===== src/rtl/neuron_accum.sv =====
// Weight-fetch and integrate stage for one spiking neuron: streams one weight per
// cycle from a registered-address RAM, accumulates gated weights with saturation.
module neuron_accum #(
    parameter int DATA_WIDTH = 8,
    parameter int ADDR_WIDTH = 8,
    parameter int NUM_INPUTS = 64,
    parameter int ACC_WIDTH  = 16,
    parameter int BASE_ADDR  = 0
) (
    input  logic                  clk,
    input  logic                  rst_n,
    input  logic                  start,
    input  logic [NUM_INPUTS-1:0] spikes_in,
    input  logic [ACC_WIDTH-1:0]  threshold,
    output logic [ADDR_WIDTH-1:0] ram_addr,
    input  logic [DATA_WIDTH-1:0] ram_q,
    output logic                  busy,
    output logic                  done,
    output logic [ACC_WIDTH-1:0]  acc,
    output logic                  spike_out,
    output logic [1:0]            dbg_state
);

    typedef enum logic [1:0] {
        S_IDLE  = 2'd0,
        S_RUN   = 2'd1,
        S_DRAIN = 2'd2,
        S_FIRE  = 2'd3
    } state_t;

    localparam int CNT_W = $clog2(NUM_INPUTS + 1) + 1;
    localparam logic [CNT_W-1:0]     LAST_IDX = CNT_W'(NUM_INPUTS - 1);
    localparam logic [ACC_WIDTH-1:0] ACC_MAX  = {1'b0, {(ACC_WIDTH-1){1'b1}}};
    localparam logic [ACC_WIDTH-1:0] ACC_MIN  = {1'b1, {(ACC_WIDTH-1){1'b0}}};

    state_t                  state_q, state_d;
    logic [CNT_W-1:0]        cnt_q, cnt_d;
    logic [ADDR_WIDTH-1:0]   addr_q, addr_d;
    logic [NUM_INPUTS-1:0]   spikes_q, spikes_d;
    logic [ACC_WIDTH-1:0]    acc_q, acc_d;
    logic                    spike_out_q, spike_out_d;
    logic                    busy_q, busy_d;
    logic                    done_q, done_d;
    logic [ACC_WIDTH:0]      sum_w;
    logic [ACC_WIDTH-1:0]    acc_sat;
    logic                    acc_en;

    // One extra sign bit exposes overflow; clip instead of wrapping.
    always_comb begin
        sum_w = {acc_q[ACC_WIDTH-1], acc_q}
              + {{(ACC_WIDTH+1-DATA_WIDTH){ram_q[DATA_WIDTH-1]}}, ram_q};
        if (sum_w[ACC_WIDTH] != sum_w[ACC_WIDTH-1]) begin
            acc_sat = sum_w[ACC_WIDTH] ? ACC_MIN : ACC_MAX;
        end else begin
            acc_sat = sum_w[ACC_WIDTH-1:0];
        end
    end

    // Handshake: start is accepted only on an edge where busy is low; while busy is
    // high start is ignored (not queued). done pulses once per accepted start.
    // Data for the address issued after edge k is consumed at edge k+2, so the
    // first word arrives once cnt_q has left 0 and the last one lands in DRAIN.
    always_comb begin
        state_d     = state_q;
        cnt_d       = cnt_q;
        addr_d      = addr_q;
        spikes_d    = spikes_q;
        acc_d       = acc_q;
        spike_out_d = spike_out_q;
        busy_d      = busy_q;
        done_d      = 1'b0;
        acc_en      = 1'b0;

        case (state_q)
            S_IDLE: begin
                if (start) begin
                    spikes_d    = spikes_in;
                    acc_d       = '0;
                    spike_out_d = 1'b0;
                    addr_d      = ADDR_WIDTH'(BASE_ADDR);
                    cnt_d       = '0;
                    busy_d      = 1'b1;
                    state_d     = S_RUN;
                end
            end
            S_RUN: begin
                cnt_d  = cnt_q + CNT_W'(1);
                acc_en = (cnt_q != '0);
                if (cnt_q != LAST_IDX) begin
                    addr_d = addr_q + ADDR_WIDTH'(1);
                end else begin
                    state_d = S_DRAIN;
                end
            end
            S_DRAIN: begin
                acc_en  = 1'b1;
                state_d = S_FIRE;
            end
            S_FIRE: begin
                spike_out_d = ($signed(acc_q) >= $signed(threshold));
                done_d      = 1'b1;
                busy_d      = 1'b0;
                state_d     = S_IDLE;
            end
            default: state_d = S_IDLE;
        endcase

        // Spike bits are consumed LSB-first, one per arriving word.
        if (acc_en) begin
            if (spikes_q[0]) begin
                acc_d = acc_sat;
            end
            spikes_d = spikes_q >> 1;
        end
    end

    always_ff @(posedge clk or negedge rst_n) begin
        if (!rst_n) begin
            state_q     <= S_IDLE;
            cnt_q       <= '0;
            addr_q      <= '0;
            spikes_q    <= '0;
            acc_q       <= '0;
            spike_out_q <= 1'b0;
            busy_q      <= 1'b0;
            done_q      <= 1'b0;
        end else begin
            state_q     <= state_d;
            cnt_q       <= cnt_d;
            addr_q      <= addr_d;
            spikes_q    <= spikes_d;
            acc_q       <= acc_d;
            spike_out_q <= spike_out_d;
            busy_q      <= busy_d;
            done_q      <= done_d;
        end
    end

    assign ram_addr  = addr_q;
    assign busy      = busy_q;
    assign done      = done_q;
    assign acc       = acc_q;
    assign spike_out = spike_out_q;
    assign dbg_state = state_q;

endmodule


===== config.mk =====
export PLATFORM = sky130hd
export DESIGN_NAME = neuron_accum
export DESIGN_NICKNAME = d
export VERILOG_FILES = /design/src/rtl/neuron_accum.sv
export SDC_FILE = /design/constraint.sdc
export NUM_CORES = 1
export LEC_CHECK = 0
export BUFFER_PORTS_ARGS = -buffer_cell sky130_fd_sc_hd__clkbuf_2
export CORE_AREA = 2 2 108 110
export CTS_CLUSTER_DIAMETER = 40
export CTS_CLUSTER_SIZE = 16
export DETAILED_ROUTE_END_ITERATION = 6
export DIE_AREA = 0 0 110 112
export PLACE_DENSITY = 0.78
export SLEW_MARGIN = 20
export SYNTH_ARGS = -nofsm -noshare
export SYNTH_HDL_FRONTEND = slang
export SYNTH_SLANG_ARGS = --single-unit

===== constraint.sdc =====
create_clock -name clk -period 6.4 [get_ports clk]
set_input_delay 0.32 -clock clk [delete_from_list [all_inputs] [get_ports clk]]
set_output_delay 0.32 -clock clk [all_outputs]
set_load 0.02 [all_outputs]

==> impl_metrics.tcl, run 1 <==
set metrics [dict create \
    clk_path_buf_depth 2 \
    drive_above_1_share_pct 22.3 \
    cts_tree "yes" \
    synthArstFlopShare_pct 100 \
    fin_setup_tns_ns 0 \
    syn_nets 765 \
    final_cell_mix "118 x clkbuf_2, 101 x dfrtp_1, 95 x a21oi_1" \
    syn_area_per_cell_um2 9.47 \
    hold_viol_final 0 \
    drc_errors 0 \
    crit_type "flip-flop to flip-flop" \
    fin_crit_sh_pct 45.7 \
    ys_seq_area_share_pct 42.1 \
    multi_input_area_mm2 0.00323 \
    synth_area_mm2 0.00601 \
    place.gp.congestion 0.924 \
    cts-root-buf "clkbuf_16" \
    drt_iter0_markers 277 \
    synthAdderAreaFrac_pct 8.46 \
    worstHoldPathType "primary input to flip-flop" \
    slew_violations 0 \
    grt_usage_pct 22.1 \
    antenna_left 0 \
    fmax_ghz 0.342 \
    seq_power_share_pct 32.2 \
    grt_max_degree 129 \
    pwr-share-comb_pct 45.7 \
    p_int_mw 1.43 \
    clk_pin_slew_ns 0.07 \
    finClkSkew_ns 0.00968 \
    die_w_um 110 \
    arrival_ns 3.13 \
    area_growth_pct 15.8 \
    cp_max_fo 19 \
    start_kind "flip-flop" \
    seq_area_mm2 0.00253 \
    synth_compound_area_share_pct 17.5 \
    viasPerCell 5.51 \
    p_clk_share_pct 22.1 \
    r2r_cells 10 \
    synth.area.mux_share_pct 10.9 \
    synth_cells 634 \
    first_pass_iters 4 \
    ys_types 57 \
    synth_edf_count 0 \
    synth_top_family_by_area "compound AO/OA/AOI/OAI gates" \
    cts_hold_buf 1 \
    post_dp_cell_area_mm2 0.00665 \
    first_global_vias 4607 \
    wirelength_um 13000 \
    cts_max_level 3 \
    post-place-ws_ns 3.38 \
    worst_pin_slew_ns 0.925 \
    die_area_mm2 0.0123 \
    io_buffers 119 \
    cts_resized 0 \
    period_needed_ns 2.92 \
    p_leak_nw 3.75 \
    cts_num_sinks 101 \
    sw_frac_of_total_pct 40.7 \
    vias 4868 \
    worst_ep_required_time_ns 6.61 \
    io_pins 120 \
    peakVddDrop_mv 0.268 \
    start_util_pct 53.8 \
    power.density_mw_per_mm2 347 \
    drt-wirelength-per-cell_um 14.7 \
    diodes 0 \
    status "finished, final reports clean" \
    min_path_cells 3 \
    fp.dieH_um 112 \
    gr-total-overflow 0 \
    p_switching_mw 0.981 \
    cts_buffers 9 \
    grt_pass1_wl_um 21600 \
    dp_hpwl_um 9640 \
    final_common_cell "clkbuf_2" \
    antenna_found_initial 0 \
    yosysWarnings 0 \
    yosys.area_share.simple_pct 13.1 \
    synth_xor_area_share_pct 3.48 \
    coreArea_mm2 0.0112 \
    nets 867 \
    insertion_delay_ns 0.35 \
    cts_setup_buffers 0 \
    synth_ff_type "dfrtp_1" \
    maxSlewHeadroom_pct 38.3 \
    drv_cap 0 \
    setup_viol 0 \
    finalWorstSetupSlack_ns 3.48 \
    row_count 39 \
    fillers 948 \
    ys_ff_latch 101 \
    rsz0062_at_grt "no" \
    fin_area_mm2 0.00696 \
    crit_path_end_kind "flip-flop" \
]
## critical path, stage by stage, from the launching register on
cell	delay, ns
dfrtp_1	0.43
ha_1	0.23
inv_1	0.08
fa_1	0.21
nor2b_1	0.07
o31a_1	0.27
or3b_4	0.44
nand2_2	0.09
a21oi_4	0.14
o21ai_2	0.65
o21ai_1	0.16
## synthesized netlist by cell type (all sizes together) (2+ instances only)
master | n | area share, %
nand2 | 40 | 2.6
a21boi | 3 | 0.37
nor3 | 4 | 0.33
clkbuf | 11 | 0.69
ha | 39 | 8.1
a22o | 2 | 0.29
o21a | 5 | 0.65
nand2b | 3 | 0.31
a22oi | 2 | 0.33
a21oi | 98 | 8.6
and4 | 3 | 0.44
a21o | 10 | 1.2
and2 | 2 | 0.25
buf | 19 | 1.9
xnor2 | 8 | 1.2
xor2 | 15 | 2.3
dfrtp | 101 | 42
nand4 | 11 | 1.1
and3 | 2 | 0.21
mux2i | 64 | 11
a31oi | 5 | 0.52
nor2 | 86 | 5.5
or3 | 2 | 0.21
o21ai | 34 | 3.7
o21bai | 2 | 0.25
inv | 28 | 1.7
nor2b | 4 | 0.42
a211oi | 4 | 0.50
nand3 | 14 | 1.2
## state kept, by name, indices dropped and copies added, names as in the netlist
register,flops
cnt_q,8
acc,16
ram_addr,8
done,1
dbg_state,2
spike_out,1
busy,1
spikes_q,64
## final timing paths
kind / start / endpoint / slack [ns]
max: acc[0] / acc[2] / 3.48
min: spikes_in[63] / spikes_q[63] / 0.22
min reg2reg: spikes_q[51] / spikes_q[50] / 0.53
max reg2reg: acc[0] / acc[2] / 3.48
min in group asynchronous: rst_n / spikes_q[2] / 0.42
max in group asynchronous: rst_n / done / 4.73
## cell families after synthesis
kind of cell / count (synthesis)
compound gates: 172
xor+xnor: 23
fa+ha+maj: 40
buf+inv: 59
flops: 101
mux: 65
simple gates: 174
## cell type report
| class | count | area share, % |
|---|---|---|
| timing repair buffer | 122 | 9.01 |
| tap | 143 | 2.57 |
| multi-input combinational | 474 | 46.4 |
| sequential | 101 | 36.3 |
| clock inverter | 7 | 0.935 |
| clock buffer | 9 | 3.24 |
| inverter | 28 | 1.51 |
## metal layers
metal,track usage [%],vias to the layer above,routed length (um),share of wire (%)
met5,0,-,0,0
met4,7.09,0,291,2.2
met3,6.56,19,824,6.3
met2,35.4,129,6170,47
met1,28.7,2283,5740,44
li1,-,2437,-,-
## power by group through the flow
stage | Combinational [mW] | Sequential [mW] | Clock [mW]
after floorplan | 0.818 | 0.828 | 0
after global placement | 1.05 | 0.786 | 0
after detailed placement | 1.09 | 0.788 | 0
after CTS | 1.10 | 0.777 | 0.550
after global routing | 1.22 | 0.784 | 0.576
final | 1.10 | 0.776 | 0.533
## per-stage QoR
stage,hold slack (ns),power [mW],utilization [%],std cells
after floorplan,0.0244,1.65,-,634
after global routing,0.219,2.58,62.3,884
after CTS,0.212,2.43,62.2,884
after detailed placement,0.258,1.88,59.5,867
after global placement,0.259,1.84,59.5,867
final,0.224,2.41,62.3,884
(Power assumes the default switching activity.)
==> inputs of run 2 (changes only) <==
==> constraint.sdc (replaced) <==
create_clock -name clk -period 2.7 [get_ports clk]
set_input_delay 0.135 -clock clk [delete_from_list [all_inputs] [get_ports clk]]
set_output_delay 0.135 -clock clk [all_outputs]
set_load 0.02 [all_outputs]
==> run 2 against run 1 <==
Net effect: routed wire length rose by 5.8%; via count rose by 1.9%; setup slack lost 3.3 ns; global-route usage grew 2.1 points.
==> impl_metrics.tcl, run 2 (same netlist as run 1, synthesis figures left out) <==
set metrics [dict create \
    status "finished, final reports clean" \
    dp_hpwl_um 10200 \
    drive_above_1_share_pct 24.5 \
    area_growth_pct 19.8 \
    diodes 0 \
    arrival_ns 2.76 \
    insertion_delay_ns 0.35 \
    rsz0062_at_grt "no" \
    peakVddDrop_mv 0.651 \
    die_w_um 110 \
    row_count 39 \
    cts_num_sinks 101 \
    coreArea_mm2 0.0112 \
    cp_max_fo 14 \
    nets 889 \
    drc_errors 0 \
    viasPerCell 5.48 \
    place.gp.congestion 0.890 \
    first_global_vias 5029 \
    cpLargestDelayFamily "simple AND/OR/NAND/NOR gates" \
    grt_usage_pct 24.2 \
    top_register "spikes_q" \
    reg2reg_from "acc[0]" \
    finClkSkew_ns 0.00613 \
    gr-total-overflow 0 \
    crit_type "flip-flop to flip-flop" \
    io_buffers 119 \
    drv_cap 0 \
    fin_crit_sh_pct 93.8 \
    cp_cell_sequence "ha_1, inv_1, fa_1, nor2b_1, o31a_1, or3b_4, nand2_2, a21oi_4, buf_4, o311ai_2, nand3_1" \
    fmax_ghz 0.395 \
    post_dp_cell_area_mm2 0.00682 \
    worstHoldPathType "primary input to flip-flop" \
    drt-wirelength-per-cell_um 15.2 \
    hold_viol_final 0 \
    crit_path_end_kind "flip-flop" \
    total_power_mw 6.17 \
    cts_tree "yes" \
    fin_setup_tns_ns 0 \
    post-route-util_pct 64.4 \
    first_pass_iters 4 \
    slowest_delay_ns 0.43 \
    clk_pin_slew_ns 0.07 \
    start_util_pct 53.8 \
    antenna_found_initial 0 \
    drt_iter0_markers 217 \
    maxSlewHeadroom_pct 50.6 \
    grt_max_degree 97 \
    die_area_mm2 0.0123 \
    fin_area_mm2 0.00719 \
    worst_pin_slew_ns 0.741 \
    power.density_mw_per_mm2 857 \
    worst-path-buf-inv 2 \
    worstSetupStartpoint "acc[0]" \
    slew_violations 0 \
    groute.layer.met3.usage_pct 5.97 \
    hp-start "spikes_in[63]" \
    use_met2_pct 38.1 \
    vias 4961 \
    place_inst 887 \
    io_pins 120 \
    wirelength_um 13800 \
    cts-root-buf "clkbuf_16" \
    cp_slowest_cell "or3b_4" \
    final_cell_mix "118 x clkbuf_2, 101 x dfrtp_1, 95 x a21oi_1" \
    largest_register_ffs 64 \
    antenna_left 0 \
    cts_max_level 3 \
    cts_buffers 9 \
    grt_pass1_wl_um 23700 \
    stdcell_count 906 \
    start_kind "flip-flop" \
    fp.dieH_um 112 \
    final_common_cell "clkbuf_2" \
    period_needed_ns 2.53 \
    busiest_layer "met2" \
    clk_path_buf_depth 2 \
    setup_viol 0 \
    p_leak_nw 3.88 \
    gr-usage-met1_pct 32.8 \
    worst_ep_required_time_ns 2.92 \
]
## run 2: report_power, final
part	internal, mW	switching, mW
logic	1.30	1.64
clock network	0.822	0.599
registers	1.67	0.134
total	3.79	2.38
## run 2: cell type report
class | count | area [um2]
clock buffer | 10 | 229
clock inverter | 6 | 92.6
fill | 940 | 3980
inverter | 28 | 105
multi-input combinational | 474 | 3240
sequential | 101 | 2530
tap | 143 | 179
timing repair buffer | 144 | 826
## run 2: timing repair
action / CTS / global route
buffers inserted: 0 / 2
hold endpoints to repair: 49 / 0
endpoints found under the setup margin: 12 / 11
hold buffers: 1 / 0
resized for setup: 1 / 1
pin swaps: 0 / 1
## run 2: final timing paths
path                                 to  slack, ns  cells after the start
hold / removal             spikes_q[63]       0.05                      3
setup / recovery                acc[11]       0.17                     11
min in group asynchronous   spikes_q[3]       0.35                      2
hold reg to reg            spikes_q[39]       0.53                      2
setup reg to reg                acc[11]       0.17                     11
max in group asynchronous  spikes_q[32]       1.51                      3
## run 2: layer usage
layer | wire (um) | vias to the layer above
li1 | - | 2477
met1 | 6290 | 2354
met2 | 6510 | 112
met3 | 717 | 18
met4 | 267 | 0
met5 | 0 | -
## run 2: metrics by stage
step                hold WS (ns)  worst slack, ns
CTS                       0.0448           0.0722
global placement           0.196          -0.0365
global route              0.0778           0.0171
floorplan                 -0.161            0.344
detailed placement         0.200           -0.167
finish                    0.0458            0.167
## run 2: worst register-to-register path, stage by stage, from the launching register on
cell and delay [ns]:
dfrtp_1 0.38, ha_1 0.21, inv_1 0.08, fa_1 0.21, nor2b_1 0.08, o31a_1 0.26, or3b_4 0.43, nand2_2 0.10
a21oi_4 0.07, buf_4 0.22, o311ai_2 0.26, nand3_1 0.11
==> inputs of run 3 (changes only) <==
==> constraint.sdc (replaced) <==
create_clock -name clk -period 2.7 [get_ports clk]
set_input_delay 0.54 -clock clk [delete_from_list [all_inputs] [get_ports clk]]
set_output_delay 0.54 -clock clk [all_outputs]
set_load 0.02 [all_outputs]
==> run 3 against run 2 <==
Net effect: non-clock buffer count is 9 lower; clock skew down 0.00094 ns; global-route usage rose by 0.15 points; largest cell class unchanged.
==> impl_metrics.tcl, run 3 (same netlist as run 1, synthesis figures left out) <==
set metrics [dict create \
    fillers 932 \
    grt_usage_pct 24.4 \
    worst_pin_slew_ns 0.681 \
    worstHoldPathType "primary input to async pin" \
    final_common_cell "clkbuf_2" \
    worst_ep_required_time_ns 2.93 \
    p_switching_mw 2.40 \
    place_inst 879 \
    dp_hpwl_um 10300 \
    final_cell_mix "118 x clkbuf_2, 101 x dfrtp_1, 95 x a21oi_1" \
    place.gp.congestion 0.977 \
    period_needed_ns 2.56 \
    post-route-util_pct 64.0 \
    fmax_ghz 0.391 \
    slew_violations 0 \
    p_clk_share_pct 24.8 \
    cts_hold_buf 0 \
    cts_max_level 3 \
    hold_viol_final 0 \
    grt_max_degree 77 \
    drc_errors 0 \
    cts_tree "yes" \
    peakVddDrop_mv 0.678 \
    stdcell_count 897 \
    antenna_found_initial 0 \
    diodes 0 \
    first_global_vias 5030 \
    cts_num_sinks 101 \
    clk_path_buf_depth 2 \
    maxSlewHeadroom_pct 54.6 \
    fp.dieH_um 112 \
    p_int_mw 3.93 \
    viasPerCell 5.64 \
    setup_viol 0 \
    status "finished, final reports clean" \
    drt-wirelength-per-cell_um 15.6 \
    seq_power_share_pct 29.3 \
    coreArea_mm2 0.0112 \
    insertion_delay_ns 0.35 \
    power.density_mw_per_mm2 885 \
    cts_resized 0 \
    fin_setup_tns_ns 0 \
    io_buffers 119 \
    cts_buffers 9 \
    largest_register_ffs 64 \
    sw_frac_of_total_pct 37.9 \
    gr-total-overflow 0 \
    start_util_pct 53.8 \
    cp_max_fo 5 \
    die_area_mm2 0.0123 \
    io_pins 120 \
    finClkSkew_ns 0.00519 \
    first_pass_iters 5 \
    drt_iter0_markers 276 \
    area_growth_pct 19.0 \
    wirelength_um 13900 \
    fin_hold_ws_ns 0.154 \
    nets 880 \
    clk_pin_slew_ns 0.07 \
    drive_above_1_share_pct 23.6 \
    row_count 39 \
    pwr-share-comb_pct 45.9 \
    drv_cap 0 \
    cts-root-buf "clkbuf_16" \
    die_w_um 110 \
    crit_path_end_kind "flip-flop" \
    total_power_mw 6.33 \
    start_kind "flip-flop" \
    top_register "spikes_q" \
    p_leak_nw 3.86 \
    rsz0062_at_grt "no" \
    crit_type "flip-flop to flip-flop" \
    vias 5058 \
    antenna_left 0 \
    grt_pass1_wl_um 23700 \
    arrival_ns 2.79 \
    fin_crit_sh_pct 94.7 \
]
-- run 3: timing repair --
action,CTS,global route
endpoints found under the hold margin,0,0
endpoints found under the setup margin,0,2
setup buffers,0,2
-- run 3: power groups by stage --
stage | sequential [mW] | clock (mW) | combinational [mW]
after floorplan | 1.96 | 0 | 1.94
after global placement | 1.87 | 0 | 2.67
after detailed placement | 1.88 | 0 | 2.80
after CTS | 1.85 | 1.60 | 2.84
after global routing | 1.86 | 1.67 | 3.19
final | 1.85 | 1.57 | 2.90
-- run 3: area by class of cell --
| class | count | area [um2] | area share, % |
|---|---|---|---|
| multi-input cells | 474 | 3220 | 45.0 |
| well taps | 143 | 179 | 2.50 |
| clock inverters | 6 | 134 | 1.87 |
| inverters | 28 | 105 | 1.47 |
| clock buffers | 10 | 229 | 3.20 |
| flip-flops and latches | 101 | 2530 | 35.3 |
| repair buffers | 135 | 756 | 10.6 |
-- run 3: critical path, cell delays in order (launching register included) --
cell	delay, ns
dfrtp_1	0.42
ha_1	0.24
inv_1	0.08
fa_1	0.20
nor2b_1	0.07
o31a_1	0.29
or3b_4	0.43
nand2_2	0.09
a21oi_4	0.08
buf_4	0.18
o311ai_1	0.26
nand3_1	0.10
-- run 3: through the flow --
stage / area [um2] / setup WS, ns
2_1_floorplan: 6010 / 0.295
3_3_place_gp: 6770 / 0.0944
3_5_place_dp: 6770 / -0.0480
4_1_cts: 7140 / 0.171
5_1_grt: 7150 / 0.0303
6_report: 7150 / 0.142
-- run 3: metal layers --
layer / wire (um) / global-route usage, %
met2: 6580 / 37.7
met4: 398 / 10.0
met5: 0 / 0
met1: 5980 / 32.9
met3: 997 / 5.68
-- run 3: final timing paths --
check / end / cells past startpoint / slack [ns] / from
worst max-delay path: acc[11] / 11 / 0.14 / acc[0]
worst min-delay path: spikes_q[5] / 1 / 0.15 / rst_n
worst max register to register: acc[11] / 11 / 0.14 / acc[0]
worst min register to register: spikes_q[24] / 2 / 0.54 / spikes_q[25]
max in group asynchronous: spikes_q[43] / 2 / 1.83 / rst_n
min in group clk: spikes_q[63] / 3 / 0.44 / spikes_in[63]
